File: src/rtl/br_fl_ckpt.sv
// Purpose: checkpoints the free-list head pointer for each in-flight branch and
//          returns the oldest one so the free list can be rolled back on a mispredict.
// Latency: push/resolve take effect at the next edge; rc_head_o/rc_vld_o are
//          combinational in the same cycle as the wrong-path resolve.
// Backpressure: a push while full_o is refused; the dispatcher must stall on full_o.
//
// Ports:
//   clk, rst           clock, asynchronous active-high reset
//   br_dispatch_en_i   capture fl_cur_head_i as a new checkpoint
//   fl_cur_head_i      current free-list head pointer
//   branch_state_i     resolution of the oldest branch (NONE / CORRECT / WRONG)
//   rc_head_o/rc_vld_o free-list head to restore on a mispredict
//   full_o/empty_o/count_o  occupancy, all taken from registers

`ifndef BR_FL_CKPT_DEFS
`define BR_FL_CKPT_DEFS
`define LRF_IDX_W     6
`define BR_STATE_W    2
`define BR_NONE       2'b00
`define BR_PR_CORRECT 2'b01
`define BR_PR_WRONG   2'b10
`endif

module br_fl_ckpt #(
    parameter int BR_DEPTH = 4
) (
    input  logic                     clk,
    input  logic                     rst,
    input  logic                     br_dispatch_en_i,
    input  logic [`LRF_IDX_W-1:0]    fl_cur_head_i,
    input  logic [`BR_STATE_W-1:0]   branch_state_i,
    output logic [`LRF_IDX_W-1:0]    rc_head_o,
    output logic                     rc_vld_o,
    output logic                     full_o,
    output logic                     empty_o,
    output logic [$clog2(BR_DEPTH):0] count_o
);

    localparam int PTR_W = $clog2(BR_DEPTH);
    localparam int CNT_W = PTR_W + 1;

    logic [`LRF_IDX_W-1:0] entry_q [BR_DEPTH];
    logic [`LRF_IDX_W-1:0] entry_d [BR_DEPTH];
    logic [PTR_W-1:0]      head_q, head_d;
    logic [PTR_W-1:0]      tail_q, tail_d;
    logic [CNT_W-1:0]      count_q, count_d;

    logic full, empty;
    logic mispredict, correct, push;

    always_comb begin
        full       = (count_q == CNT_W'(BR_DEPTH));
        empty      = (count_q == '0);
        // Resolves only act on a non-empty FIFO; undefined encodings do nothing.
        mispredict = (branch_state_i == `BR_PR_WRONG) && !empty;
        correct    = (branch_state_i == `BR_PR_CORRECT) && !empty;
        // A branch dispatching alongside a mispredict is on the wrong path.
        push       = br_dispatch_en_i && !full && !mispredict;

        entry_d = entry_q;
        head_d  = head_q;
        tail_d  = tail_q;
        count_d = count_q;

        if (mispredict) begin
            head_d  = '0;
            tail_d  = '0;
            count_d = '0;
        end else begin
            if (push) begin
                entry_d[tail_q] = fl_cur_head_i;
                tail_d          = tail_q + PTR_W'(1);
            end
            if (correct) begin
                head_d = head_q + PTR_W'(1);
            end
            count_d = count_q + CNT_W'(push) - CNT_W'(correct);
        end
    end

    always_ff @(posedge clk or posedge rst) begin
        if (rst) begin
            entry_q <= '{default: '0};
            head_q  <= '0;
            tail_q  <= '0;
            count_q <= '0;
        end else begin
            entry_q <= entry_d;
            head_q  <= head_d;
            tail_q  <= tail_d;
            count_q <= count_d;
        end
    end

    assign rc_vld_o  = mispredict;
    assign rc_head_o = mispredict ? entry_q[head_q] : '0;
    assign full_o    = full;
    assign empty_o   = empty;
    assign count_o   = count_q;

endmodule

File: config.mk
export PLATFORM = sky130hd
export DESIGN_NAME = br_fl_ckpt
export DESIGN_NICKNAME = d
export VERILOG_FILES = /design/src/rtl/br_fl_ckpt.sv
export SDC_FILE = /design/constraint.sdc
export NUM_CORES = 1
export LEC_CHECK = 0
export ABC_AREA = 1
export BUFFER_PORTS_ARGS = -buffer_cell sky130_fd_sc_hd__buf_2
export CAP_MARGIN = 30
export CORE_UTILIZATION = 51
export DETAILED_ROUTE_END_ITERATION = 8
export PLACE_DENSITY = 0.71
export SLEW_MARGIN = 25
export SYNTH_ARGS = -nofsm -noshare
export SYNTH_HDL_FRONTEND = slang
export SYNTH_SLANG_ARGS = --single-unit
File: constraint.sdc
create_clock -name clk -period 2.04 [get_ports clk]
set_input_delay 0 -clock clk [delete_from_list [all_inputs] [get_ports clk]]
set_output_delay 0 -clock clk [all_outputs]
set_load 0.02 [all_outputs]
## Yosys cells after proc, flatten, opt, wreduce, memory -nomap -nowiden

Index checks and enable logic that the tools add are counted.

| word-level totals | value |
|---|---|
| input bits | 11 |
| logic and storage cells | 44 |
| flip-flop bits (word level) | 31 |
| output and inout port bits | 12 |

| operators by class | value |
|---|---|
| $add $sub $neg | 4 |
| eq/ne operators | 3 |
| multiplexer cells | 12 |
| reduce and logical (&&, ||, !) cells | 12 |
| $lt $le $gt $ge | 3 |
| bitwise logic cells | 3 |

Operator list:

| cell | count |
|---|---|
| $bwmux 24 | 1 |
| $mux 6 | 4 |
| $bmux 6 s2 | 1 |
| $demux 6 s2 | 1 |
| $mux 2 | 4 |
| $ge 3x3->1 const B | 2 |
| $not 2->3 | 2 |
| $logic_and 1x1->1 | 5 |
| $add 2x1->2 const B | 2 |
| $reduce_bool 2->1 | 2 |
| $add 3x1->3 | 1 |
| $eq 3x3->1 const B | 1 |
| $logic_not 1->1 | 3 |
| $logic_not 3->1 | 1 |
| $lt 3x1->1 const B | 1 |
| $mux 3 | 1 |
| $sub 3x1->3 | 1 |
| $eq 2x1->1 const B | 1 |
| $eq 2x2->1 const B | 1 |
| $reduce_and 2->1 | 1 |
| $not 1->1 | 1 |

## Logic depth before layout (Yosys ltp)

Gate-level depths: netlist of the first run.

| logic depth | value |
|---|---|
| depth in word-level cells | 8 |
| gate-level depth with buffers | 13 |

## Least setup slack after synthesis of the first run

OpenSTA, ideal clock, no wires.

| timing path | value |
|---|---|
| path type | register -> register |
| start | reg count_q[1] (netlist: count_o[1]) |
| end | reg count_q[2] (netlist: count_o[2]) |
| arrival | 2,074 ps |
| required time | 1,923 ps |
| path slack | -151 ps |
| clock period less this slack | 2,191 ps |
| cell stages (with the launch flop) | 13 |
| cells stage by stage | dfrtp_1 > nor2_2 > nand2_2 > nand2_4 > buf_6 > nand2_1 > ha_1 > inv_1 > ha_1 > inv_1 > fa_1 > nor2_1 > nor2_1 |

| on the way | value |
|---|---|
| cells in the longest elaborated chain, start to end | 8 |

RTL lines:

| what | line | RTL |
|---|---|---|
| from (decl) | 46 | `logic [CNT_W-1:0] count_q, count_d;` |
| from (signal assigned) | 91 | `count_q <= count_d;` |
| $logic_not 3->1 | 53 | `empty = (count_q == '0);` |
| $logic_not 1->1 | 55, 56 |  |
| $logic_and 1x1->1 | 55 | `` mispredict = (branch_state_i == `BR_PR_WRONG) && !empty; `` |
| $logic_not 1->1 | 58 | `push = br_dispatch_en_i && !full && !mispredict;` |
| $logic_and 1x1->1 | 58 |  |
| $add 3x1->3 | 77 | `count_d = count_q + CNT_W'(push) - CNT_W'(correct);` |
| $sub 3x1->3 | 77 |  |
| $mux 3 * | 65 | `if (mispredict) begin` |
| net count_d[2] | 46 |  |

Mark *: on every way through the listed nets, which the timed path passes. The rest lies on a longest branch.
A chain may end at the register's enable or synchronous reset.

## Worst setup path in the final report of the first run

| timing path | value |
|---|---|
| start | reg count_q[0] (netlist: count_o[0]) |
| end | reg count_q[1] (netlist: count_o[1]) |

The elaborated chain is that of the path after synthesis.

==> results of run 1 <==
## tightest hold or removal path: stages
cell     delay, ns
buf_2         0.09
o21ai_0       0.11
nand3_1       0.09
nand2_1       0.05
## how the worst min path moves through the flow
| stage | from | to | cells past startpoint | slack [ns] |
|---|---|---|---|---|
| 2_1_floorplan | rst | count_o[2]$_DFF_PP0_ | 1 | 0.10 |
| 5_1_grt | br_dispatch_en_i | tail_q[1]$_DFFE_PP0P_ | 4 | 0.05 |
| 4_1_cts | br_dispatch_en_i | tail_q[1]$_DFFE_PP0P_ | 4 | 0.01 |
| 3_3_place_gp | rst | entry_q[13]$_DFFE_PP0P_ | 2 | 0.11 |
| 3_5_place_dp | rst | entry_q[13]$_DFFE_PP0P_ | 2 | 0.12 |
| 6_report | br_dispatch_en_i | tail_q[1]$_DFFE_PP0P_ | 4 | 0.01 |
## metrics by stage
stage               setup slack (ns)  cell area [um2]  std cells  util, %
global placement               0.101             1880        270     60.2
floorplan                   -0.00385             1750        210        -
finish                        0.0958             2090        289     66.8
detailed placement            0.0354             1880        270     60.2
global route                  0.0174             2090        289     66.8
CTS                           0.0146             2060        287     65.9
## placed cells by master, fill, tap and decap left out
cell type and n:
buf_4 6, a21oi_2 1, nand2_4 3, clkbuf_4 5, clkinv_2 1, nor2_1 30, nand3_2 2, inv_2 4
buf_2 22, o21ai_1 3, inv_1 12, o21ai_0 13, bufinv_16 1, xor2_1 2, ha_4 2, dlygate4sd3_1 9
nor2_4 1, clkbuf_8 1, fa_2 1, ha_1 4, nand3_4 3, dfrtp_2 2, a21oi_1 6, nand4_1 25
nand3_1 3, dfrtp_1 29, nand2_1 54
## repair_timing
action / 4_1_cts / 5_1_grt
setup buffers: 0 / 2
hold buffers: 9 / 0
setup endpoints to repair: 0 / 2
resized for setup: 0 / 4
hold endpoints to repair: 40 / 0
## power breakdown
part	internal, uW	switching (uW)	total [uW]
Combinational	519	913	1430
Clock	289	224	513
Sequential	900	203	1100
## state kept, by name, indices dropped and copies added, names as in the netlist
| name | count |
|---|---|
| entry_q | 24 |
| count_o | 3 |
| head_q | 2 |
| tail_q | 2 |
## per-layer routing
layer	track usage, %	wire [um]
met1	35.6	1930
met2	42.5	1970
met3	7.14	223
met4	13.0	72
met5	0	0
## logic make-up after synthesis
kind of cell	after synthesis	share of synthesized area, %
simple gates	121	34.0
flops	31	45.4
buf+inv	26	7.09
compound gates	23	6.95
xor+xnor	2	1.02
fa+ha+maj	7	5.56
## layout make-up
| class | instances | area, um2 | share of cell area (%) |
|---|---|---|---|
| clock buffers | 6 | 51.3 | 2.46 |
| clock inverters | 2 | 35.0 | 1.68 |
| inverters | 16 | 60.1 | 2.88 |
| multi-input cells | 153 | 863 | 41.3 |
| flip-flops and latches | 31 | 778 | 37.3 |
| well taps | 44 | 55.1 | 2.64 |
| repair buffers | 37 | 245 | 11.7 |
==> flow_metrics.py, run 1 <==
metrics = {
    "detailed_routing": {
        "wl_per_cell_um": 14.5,
        "vias_per_cell": 5.44,
        "vias": 1573,
        "first_pass_iters": 4,
        "drt_iter0_markers": 123,
        "routed_wirelength_um": 4200,
        "drcViolationCount": 0,
        "antenna_left": 0,
    },
    "sta": {
        "rsz0062_at_grt": "no",
        "finalHoldViolations": 0,
        "slew_viol_final": 0,
        "fmax_mhz": 514,
        "period_minus_slack_ns": 1.94,
        "worstMarginPinSlew_ns": 0.645,
        "setup_violations": 0,
        "finClkSkew_ns": 0.0130,
        "min_period_over_period_pct": 95.3,
        "finalSetupTns_ns": 0,
        "slew_headroom_pct": 56.9,
        "hold_ws_ns": 0.0149,
    },
    "logic_synthesis": {
        "synth_area_um2": 1710,
        "synth_most_common_cell": "nand2_1",
        "synth.avg_cell_area_um2": 8.14,
        "synth_enable_flop_cells": 0,
        "ys.flop_type": "dfrtp_1",
        "synth_cells": 210,
        "ys_seq_area_share_pct": 45.4,
        "netlist_top_cells_area": "dfrtp_1 45%, nand2_1 12%, nand4_1 9.1%",
        "synth_common_cells": "55 x nand2_1, 31 x dfrtp_1, 30 x nor2_1",
        "ys_async_sr_fraction_pct": 100,
        "ys_ff_latch": 31,
        "synth.distinct_cells": 22,
        "syn_nets": 228,
        "synthDominantCellAreaShare_pct": 45.4,
        "synth_top_area_cell": "dfrtp_1",
        "yosys_warnings": 0,
    },
    "clocking": {
        "cts_tree": "done",
        "clk_path_buf_depth": 2,
        "cts_buffers": 5,
        "cts.htree.levels": 2,
        "clkSlewWorstSetupHoldPaths_ns": 0.11,
        "clock-sinks": 31,
        "clockRootBuffer": "clkbuf_4",
        "clk_latency_ns": 0.34,
    },
    "power": {
        "powerDensity_nw_per_um2": 1460,
        "p_leak_uw": 0.00108,
        "totalPowerFinal_uw": 3050,
        "ir_drop_v": 0.00111,
    },
    "critical_path": {
        "path_depth": 10,
        "worstPathMaxFanout": 4,
        "path_buf_inv": 3,
        "critPathKind": "reg2reg",
        "reg2reg_slack_ns": 0.1,
        "cp.required_ns": 2.27,
        "r2r_end": "count_o[1]$_DFF_PP0_",
        "cpMaxStageDelayCell": "fa_2",
        "r2r-start": "count_o[0]$_DFF_PP0_",
        "critical_path.cell_chain": "nor2_4, nand2_4, nand3_2, inv_2, ha_4, inv_2, ha_4, inv_2, fa_2, nor2_1",
        "startpoint_type": "flop",
        "cp-end-kind": "flop",
        "critPathCapture": "count_o[1]$_DFF_PP0_",
        "crit_top_cell": "inv_2",
        "cp.arrival_ns": 2.17,
        "cp-startpoint": "count_o[0]$_DFF_PP0_",
        "crit_family": "adder cells",
        "rr_worst_depth": 10,
        "cp_slowest_stage_delay_ns": 0.52,
    },
    "cells_and_area": {
        "n_antenna_cell": 0,
        "area_delta_synth_final_pct": 22.1,
        "layout-drive-gt1-share_pct": 22.4,
        "fillers": 270,
        "nets": 262,
    },
    "placed_design": {
        "io_buffers": 22,
        "gp_congestion": 0.839,
        "hpwl_um": 2790,
    },
    "floorplanning": {
        "rows": 20,
        "die_height_um": 59.9,
        "die-width_um": 59.9,
        "ios": 23,
        "initial_core_util_pct": 54.7,
        "dieArea_um2": 3590,
        "coreArea_um2": 3130,
    },
    "global_routing": {
        "grt_usage_pct": 27.4,
        "grt_pass1_wl_um": 6990,
        "grt_max_degree": 41,
        "antenna_found_initial": 0,
        "grt_overflow": 0,
        "grt_pass1_vias": 1512,
    },
    "min_path": {
        "hold_class": "in2reg",
    },
    "status": {
        "outcome": "finished clean",
    },
    "run": {
        "drv_cap": 0,
    },
}
Power figures use the tool's default switching activity.
==> inputs of run 2 (changes only) <==
- ABC_AREA: 1 -> not set
- ABC_CLOCK_PERIOD_IN_PS: not set -> 2040
==> run 2 against run 1 <==
Compared with the run above:
- the run now ends with negative setup slack left
- register-to-register slack got worse by 0.32 ns
- hold slack improved by 0.10 ns
- die area increased by 1.3%
- routed wire length decreased by 24%
- core utilization increased by 0.92 points
- area after synthesis increased by 1.4%
- maximum frequency decreased by 14%
- total power increased by 5.1%
- first-iteration DRC count decreased by 58%
- sequential power increased by 6%
- highest routed layer unchanged
==> flow_metrics.py, run 2 <==
metrics = {
    "status": {
        "outcome": "complete, but fails checks",
        "failed_checks": "negative setup slack",
    },
    "cells_and_area": {
        "layout_common_cells": "28 x dfrtp_1, 24 x mux2_4, 22 x buf_2",
        "mostFrequentLayoutCell": "dfrtp_1",
        "n_antenna_cell": 0,
        "area_delta_synth_final_pct": 22.1,
        "top_register": "entry_q",
        "nets": 180,
        "layoutNonFillerInstCount": 207,
        "fin_util_pct": 67.7,
        "layout-drive-gt1-share_pct": 51.5,
        "largest_reg_flops": 24,
    },
    "critical_path": {
        "rr_worst_depth": 10,
        "cp.arrival_ns": 2.52,
        "cp.required_ns": 2.30,
        "worstPathMaxFanout": 2,
        "cp-startpoint": "count_o[0]$_DFF_PP0_",
        "path_depth": 10,
        "cp_slowest_stage_delay_ns": 0.41,
        "r2r-start": "count_o[0]$_DFF_PP0_",
        "cp-end-kind": "flop",
        "path_buf_inv": 2,
        "r2r_end": "count_o[2]$_DFF_PP0_",
        "critPathKind": "reg2reg",
        "critPathCapture": "count_o[2]$_DFF_PP0_",
        "startpoint_type": "flop",
        "cpMaxStageDelayCell": "dfrtp_2",
        "crit_family": "adder cells",
        "reg2reg_slack_ns": -0.22,
        "critical_path.cell_chain": "or3b_4, o211ai_1, ha_1, inv_1, ha_1, inv_1, fa_2, xor2_1, and2_1, nor3_1",
    },
    "clocking": {
        "clkSlewWorstSetupHoldPaths_ns": 0.10,
        "cts_tree": "done",
        "cts.htree.levels": 2,
        "clockRootBuffer": "clkbuf_4",
        "cts_buffers": 5,
        "clk_latency_ns": 0.33,
        "clock-sinks": 31,
        "clk_path_buf_depth": 2,
    },
    "sta": {
        "finClkSkew_ns": 0.00279,
        "slew_headroom_pct": 50.6,
        "period_minus_slack_ns": 2.26,
        "finalHoldViolations": 0,
        "slew_viol_final": 0,
        "worstMarginPinSlew_ns": 0.740,
        "min_period_over_period_pct": 111,
        "setup_slack_ns": -0.223,
        "setup_violations": 2,
        "fmax_mhz": 442,
        "rsz0062_at_grt": "yes",
    },
    "global_routing": {
        "antenna_found_initial": 0,
        "grt_pass1_vias": 1092,
        "grt_max_degree": 21,
        "grt_pass1_wl_um": 5260,
        "grt_usage_pct": 21.1,
        "grt_overflow": 0,
    },
    "detailed_routing": {
        "drcViolationCount": 0,
        "first_pass_iters": 4,
        "drt_iter0_markers": 52,
        "vias_per_cell": 5.07,
        "wl_per_cell_um": 15.4,
        "antenna_left": 0,
        "vias": 1049,
        "routed_wirelength_um": 3200,
    },
    "power": {
        "pwr-share-seq_pct": 36.5,
        "ir_drop_v": 0.000679,
        "power.net_switching_uw": 1130,
        "pwr-share-clk_pct": 13.1,
        "netSwitchingFraction_pct": 35.1,
        "powerDensity_nw_per_um2": 1510,
        "power_frac_comb_pct": 50.4,
        "p_int_uw": 2080,
        "p_leak_uw": 0.00103,
    },
    "placed_design": {
        "dp.cells": 191,
        "io_buffers": 22,
        "hpwl_um": 2260,
        "gp_congestion": 0.729,
    },
    "min_path": {
        "hold_class": "in2reg",
    },
    "logic_synthesis": {
        "yosys_warnings": 0,
        "syn_nets": 137,
        "synth.distinct_cells": 27,
        "synth_common_cells": "31 x dfrtp_1, 24 x mux2_4, 8 x inv_1",
        "ys_seq_area_share_pct": 44.7,
        "ys_ff_latch": 31,
        "synth.avg_cell_area_um2": 14.6,
        "synth_enable_flop_cells": 0,
        "synth_cells": 119,
        "synthDominantCellAreaShare_pct": 44.7,
        "netlist_top_cells_area": "dfrtp_1 45%, mux2_4 21%, mux4_2 7.8%",
        "ys.flop_type": "dfrtp_1",
        "synth_most_common_cell": "dfrtp_1",
        "synth_top_area_cell": "dfrtp_1",
        "ys_async_sr_fraction_pct": 100,
        "synth_area_um2": 1730,
    },
    "floorplanning": {
        "rows": 20,
        "die-width_um": 60.3,
        "initial_core_util_pct": 55.4,
        "die_height_um": 60.3,
        "coreArea_um2": 3130,
        "ios": 23,
        "dieArea_um2": 3640,
    },
    "run": {
        "drv_cap": 0,
    },
}
run 2: changes by cell type in the layout (fill, tap and decap cells not counted), moves of 4 or more:
cell,change
and2_1,+7
buf_4,+6
inv_1,-4
mux2_4,+24
mux4_2,+6
nand2_1,-54
nand2b_1,+4
nand4_1,-25
nor2_1,-26
o2111ai_4,+4
o21ai_0,-13
run 2: worst reg2reg max path, delay by kind of cell, from the launching register on:
family	cells	cell delay, ns
DFF	1	0.41
AOI/OAI and AO/OA	1	0.11
and+or+nand+nor	3	0.67
xor gates and xnor gates	1	0.15
buffers and inverters	2	0.11
adders and majority gates	3	0.74
run 2: cells by family (layout without fill, tap and decap cells):
family                   Yosys count  in the layout  share of synthesized area, %
buffers and inverters             14             58                          3.68
XOR/XNOR                           1              1                         0.505
AO/OA/AOI/OAI                     13             13                          9.24
flip-flops                        31             31                          44.7
adder cells (fa/ha/maj)            7              7                          5.48
AND/OR/NAND/NOR                   23             23                          7.79
multiplexers                      30             30                          28.6
run 2: power by group through the flow:
| stage | clock network, uW | registers [uW] | logic (uW) |
|---|---|---|---|
| 2_1_floorplan | 0 | 1130 | 1230 |
| 4_1_cts | 433 | 1160 | 1620 |
| 3_5_place_dp | 0 | 1170 | 1590 |
| 5_1_grt | 462 | 1210 | 1740 |
| 3_3_place_gp | 0 | 1150 | 1540 |
| 6_report | 419 | 1170 | 1610 |
run 2: routing by layer:
layer / GRT usage (%) / up-vias / share of wire, %
li1: - / 508 / -
met1: 28.6 / 513 / 49
met2: 32.3 / 22 / 46
met3: 6.71 / 6 / 4.1
met4: 6.64 / 0 / 1.3
met5: 0 / - / 0
run 2: how the worst min path moves through the flow:
stage	cells past startpoint	slack [ns]	from	to
floorplan	1	0.10	rst	entry_q[0]$_DFFE_PP0P_
global placement	2	0.16	rst	head_q[0]$_DFFE_PP0P_
detailed placement	2	0.17	rst	head_q[0]$_DFFE_PP0P_
CTS	4	0.12	branch_state_i[0]	head_q[1]$_DFFE_PP0P_
global route	4	0.13	branch_state_i[0]	head_q[1]$_DFFE_PP0P_
finish	4	0.12	br_dispatch_en_i	tail_q[1]$_DFFE_PP0P_
run 2: final cells by class:
class                      count  area [um2]
tap                           44        55.1
fill                         224        1010
sequential                    31         779
clock buffer                   7        65.1
multi-input combinational     74         906
timing repair buffer          41         270
clock inverter                 1        7.51
inverter                       9        33.8
run 2: through the flow:
step / TNS, ns / hold WS (ns) / worst slack [ns] / area (um2) / power, uW
3_3_place_gp: -0.110 / 0.158 / -0.110 / 1960 / 2700
4_1_cts: -0.247 / 0.115 / -0.206 / 2110 / 3220
5_1_grt: -0.485 / 0.130 / -0.337 / 2120 / 3410
6_report: -0.284 / 0.117 / -0.223 / 2120 / 3200
2_1_floorplan: -0.600 / 0.103 / -0.376 / 1750 / 2360
3_5_place_dp: -0.242 / 0.168 / -0.200 / 1960 / 2760
run 2: timing repair:
action	in CTS	in global routing
gates resized for setup	0	1
hold buffers	7	0
pin swaps	3	2
endpoints found under the hold margin	43	0
setup endpoints to repair	2	2
setup buffers	1	0
